**config.mk**
```make
export PLATFORM = sky130hd
export DESIGN_NAME = shift_serializer
export DESIGN_NICKNAME = d
export VERILOG_FILES = /design/src/rtl/shift_serializer.sv
export SDC_FILE = /design/constraint.sdc
export NUM_CORES = 1
export LEC_CHECK = 0
export BUFFER_PORTS_ARGS = -buffer_cell sky130_fd_sc_hd__buf_2
export CAP_MARGIN = 10
export CELL_PAD_IN_SITES_DETAIL_PLACEMENT = 1
export CELL_PAD_IN_SITES_GLOBAL_PLACEMENT = 1
export CORE_ASPECT_RATIO = 1.1
export CORE_UTILIZATION = 53
export CTS_CLUSTER_SIZE = 12
export DETAILED_ROUTE_END_ITERATION = 6
export PLACE_DENSITY_LB_ADDON = 0.1
export SLEW_MARGIN = 15
export SYNTH_ARGS = -nofsm -noshare
export SYNTH_HDL_FRONTEND = slang
export SYNTH_SLANG_ARGS = --single-unit
```
**constraint.sdc**
```tcl
create_clock -name clk -period 5.2 [get_ports clk]
set_clock_uncertainty 0.2 [all_clocks]
set_input_delay 0.78 -clock clk [delete_from_list [all_inputs] [get_ports clk]]
set_output_delay 0.78 -clock clk [all_outputs]
set_load 0.005 [all_outputs]
```
**src/rtl/shift_serializer.sv**
```systemverilog
`default_nettype none
// ----------------------------------------------------------------------------
// shift_serializer : FIFO-buffered byte serializer, MSB- or LSB-first per byte
// Revision 1.0
// ----------------------------------------------------------------------------
module shift_serializer #(
  parameter int DATA_W     = 8,
  parameter int FIFO_DEPTH = 4,   // power of 2, at least 2
  parameter int DIV_W      = 8
) (
  input  logic                          clk,
  input  logic                          reset,
  input  logic [DATA_W-1:0]             in_data,
  input  logic                          in_dir,
  input  logic                          in_valid,
  output logic                          in_ready,
  input  logic [DIV_W-1:0]              div,
  output logic                          sout,
  output logic                          sout_valid,
  output logic                          frame_start,
  output logic                          frame_end,
  output logic                          busy,
  output logic [$clog2(FIFO_DEPTH):0]   fifo_count
);

  localparam int PTR_W = $clog2(FIFO_DEPTH);
  localparam int CW    = PTR_W + 1;
  localparam int CNT_W = (DATA_W > 1) ? $clog2(DATA_W) : 1;

  localparam logic [CW-1:0]    DEPTH_C  = CW'(FIFO_DEPTH);
  localparam logic [CNT_W-1:0] LAST_BIT = CNT_W'(DATA_W - 1);

  typedef enum logic [1:0] {
    S_IDLE  = 2'd0,
    S_LOAD  = 2'd1,
    S_SHIFT = 2'd2
  } state_t;

  // Each entry holds {dir, data}
  logic [DATA_W:0]    mem_q [FIFO_DEPTH];
  logic [PTR_W-1:0]   wr_ptr_q;
  logic [PTR_W-1:0]   rd_ptr_q;
  logic [CW-1:0]      count_q;
  logic [CW-1:0]      count_d;

  state_t             state_q;
  logic [DATA_W-1:0]  shreg_q;
  logic               dir_q;
  logic [CNT_W-1:0]   bitcnt_q;
  logic [DIV_W-1:0]   baud_q;
  logic [DIV_W-1:0]   div_q;

  logic               push;
  logic               pop;
  logic               in_shift;
  logic [DATA_W:0]    head;

  assign in_ready = reset & (count_q < DEPTH_C);
  assign push     = in_valid & in_ready;
  assign pop      = (state_q == S_LOAD);
  assign head     = mem_q[rd_ptr_q];

  always_comb begin
    count_d = count_q;
    if (push && !pop) begin
      count_d = count_q + CW'(1);
    end else if (!push && pop) begin
      count_d = count_q - CW'(1);
    end
  end

  always_ff @(posedge clk or negedge reset) begin
    if (!reset) begin
      wr_ptr_q <= '0;
      rd_ptr_q <= '0;
      count_q  <= '0;
    end else begin
      if (push) wr_ptr_q <= wr_ptr_q + PTR_W'(1);
      if (pop)  rd_ptr_q <= rd_ptr_q + PTR_W'(1);
      count_q <= count_d;
    end
  end

  // Storage carries no reset; validity is tracked by the pointers and count
  always_ff @(posedge clk) begin
    if (push) mem_q[wr_ptr_q] <= {in_dir, in_data};
  end

  always_ff @(posedge clk or negedge reset) begin
    if (!reset) begin
      state_q  <= S_IDLE;
      shreg_q  <= '0;
      dir_q    <= 1'b0;
      bitcnt_q <= '0;
      baud_q   <= '0;
      div_q    <= '0;
    end else begin
      case (state_q)
        S_IDLE: begin
          if (count_q != '0) state_q <= S_LOAD;
        end
        S_LOAD: begin
          shreg_q  <= head[DATA_W-1:0];
          dir_q    <= head[DATA_W];
          bitcnt_q <= '0;
          baud_q   <= div;
          div_q    <= div;
          state_q  <= S_SHIFT;
        end
        S_SHIFT: begin
          if (baud_q != '0) begin
            baud_q <= baud_q - DIV_W'(1);
          end else if (bitcnt_q == LAST_BIT) begin
            // Registered count decides; a same-edge push is picked up from IDLE
            state_q <= (count_q != '0) ? S_LOAD : S_IDLE;
          end else begin
            shreg_q  <= dir_q ? {1'b0, shreg_q[DATA_W-1:1]}
                              : {shreg_q[DATA_W-2:0], 1'b0};
            bitcnt_q <= bitcnt_q + CNT_W'(1);
            baud_q   <= div_q;
          end
        end
        default: state_q <= S_IDLE;
      endcase
    end
  end

  assign in_shift    = (state_q == S_SHIFT);
  assign sout_valid  = in_shift;
  assign sout        = in_shift & (dir_q ? shreg_q[0] : shreg_q[DATA_W-1]);
  assign frame_start = in_shift && (bitcnt_q == '0) && (baud_q == div_q);
  assign frame_end   = in_shift && (bitcnt_q == LAST_BIT) && (baud_q == '0);
  assign busy        = (state_q != S_IDLE) || (count_q != '0);
  assign fifo_count  = count_q;

endmodule
`default_nettype wire

```
==> metrics <==
crit-path max FO=25; library cells used by synthesis=45; Hold Vio Cnt, Final=0; synth cell count leaders=dfrtp_1 (37), edfxtp_1 (36), nand2_1 (29); hold_buf cts=0; 1st-iter DRT viols=104; Peak Freq=281.5 MHz; cells after synthesis=281; synthesized area=3588 sq um; top cells by area, synth=edfxtp_1 (30%), dfrtp_1 (26%), mux4_2 (5.6%), ha_1 (5.2%), mux2_2 (3.1%); TritonCTS clock tree=built; Layout fillers=669; GP Congestion=0.7233; syn avg cell area=12.77 sq um; die width=80.46 um; period utilization=68.32%; Lkg Pwr=1.571 nW; share of the yosys chip area belonging to registers=55.93%; most frequent cell after synthesis=dfrtp_1; cells on worst reg2reg path=6; first-pass GRT wire length=11720 um; Antenna Cells=0; Post-CTS Setup Bufs=0; vias in the first global route=2352; CTS H-Tree Depth=3; CTS Root Buffer Type=clkbuf_8; max_cap viols=0; top-area cell type share of the netlist area=30.13%; Worst setup startpoint=state_q[0]; Final Slew Violations=0; CTS Sinks=73; antenna-violating nets left=0; largest net degree at the start of global routing=39; status=finished clean; pwr dens=578.7 nW/um^2; initial antenna violation count=0; DR DRC count=0; Seq cells post-synth=73; Worst-Skew Late Latency=0.34 ns; FFs w/ async S/R, synth=50.68%; Total GRT Usage=22.74%; via-per-instance ratio=5.628; critical path class=flip-flop to output port; Area growth syn-to-layout=10.32%; R2R Setup Slk=2.43 ns; area of the die=7104 sq um; Rel. slew slack=39.58%; EDFF count, synth=36; CTS Buf Count=9; Setup Viol. Count Final=0; post-synth top area cell=edfxtp_1; clock buffer depth=2; # port buffers=28; DR vias=2212; worst flop-to-flop path endpoint=baud_q[0]; Mapped Nets=317; share of layout cells above drive strength 1=23.47%; unrepaired setup endpoints after global routing=no; RR Startpoint=state_q[0]; Tmin final=3.552 ns; total core area=6555 sq um; Arr. time, crit path=2.57 ns; Peak supply drop=0.0003040 V; nets=342; num rows=31; CTS resizes=0; starting density of the core=54.74%; Clk pin slew, worst setup/hold paths=0.08 ns; Worst-Margin Slew=0.8887 ns; critical path capture point type=output port; drt pass-1 iters=4; hold_ws=0.2856 ns; total gr overflow=0; Primary FF master, synth=dfrtp_1; Synth Warn #=0; setup TNS=0 ns; hpwl dp=4936 um; Routed WL=7017 um; crit path launch type=flip-flop; Routed wire per std cell=17.85 um; Hold WC Path Type=input port to asynchronous set/reset pin; number of top-level pins=29; DIE HEIGHT=88.30 um; Worst EP required=4.22 ns
-- power by group --
part           internal [W]  switching [W]
sequential         0.000768       0.000219
combinational      0.000422       0.000432
clock              0.000226       0.000225
total               0.00142       0.000875
-- metrics by stage --
| stage | cell area [sq um] | total power (W) | worst slack, ns | utilization, % | instances |
|---|---|---|---|---|---|
| after detailed placement | 3756 | 0.001866 | 1.877 | 57.30 | 377 |
| after CTS | 3959 | 0.002325 | 1.610 | 60.39 | 393 |
| after global routing | 3959 | 0.002460 | 1.456 | 60.39 | 393 |
| final | 3959 | 0.002291 | 1.648 | 60.39 | 393 |
| after global placement | 3756 | 0.001823 | 1.984 | 57.30 | 377 |
| after floorplan | 3588 | 0.001653 | 2.397 | - | 281 |
-- critical path, stage by stage (launching register included) --
cell and delay, ns:
dfrtp_1 0.43, inv_1 0.12, ha_1 0.68, inv_1 0.62
nor2_1 0.24, buf_2 0.13
-- cells in the final DEF (no fill, tap or decap), types with 3 or more instances in the layout --
cell type and n:
buf_2 28, xor2_1 8, clkbuf_8 9, dfrtp_1 37, mux2_2 10, and3_1 6
mux2i_1 10, o211ai_1 5, ha_1 15, nand2_1 29, o21ai_1 9, a21oi_1 10
inv_1 12, clkinvlp_4 3, mux4_2 9, nor2_1 19, a31oi_1 5, o21ai_0 4
xnor2_1 10, nor3_1 5, edfxtp_1 36
-- sequential cells by signal, indices dropped and copies added, names as in the netlist, 2 cells and up --
name	count
baud_q	8
bitcnt_q	3
div_q	8
fifo_count	3
mem_q	36
rd_ptr_q	2
shreg_q	8
state_q	2
wr_ptr_q	2
-- cell type report --
class | instances | area (sq um) | area share, %
tap | 82 | 102.6 | 2.592
clock inverter | 7 | 78.83 | 1.991
inverter | 12 | 45.04 | 1.138
multi-input combinational | 181 | 1454 | 36.73
clock buffer | 9 | 123.9 | 3.129
sequential | 73 | 2007 | 50.70
timing repair buffer | 29 | 147.6 | 3.729
-- layer usage --
layer | vias to the layer above | part of all wire [%] | GRT usage (%)
met1 | 1108 | 44 | 27.17
met3 | 8 | 2.6 | 4.845
met5 | - | 0 | 0
met2 | 35 | 52 | 40.76
li1 | 1061 | - | -
met4 | 0 | 1.4 | 7.630
-- kinds of logic (layout without fill, tap and decap cells) --
group,after synthesis,after routing,share of synthesized area [%]
adders and majority gates,16,16,5.788
muxes,31,31,12.27
and+or+nand+nor,74,74,10.18
xor gates and xnor gates,18,18,4.393
AOI/OAI and AO/OA,42,42,7.880
buffers and inverters,27,57,3.556
DFF,73,73,55.93
-- worst max path at each step --
stage,endpoint,slack (ns),depth (start not counted)
floorplan,frame_end,2.40,6
global placement,fifo_count[2],1.98,10
detailed placement,fifo_count[2],1.88,10
CTS,sout,1.61,5
global route,sout,1.46,5
finish,sout,1.65,5
No activity file was read; power rests on OpenSTA's default activity.
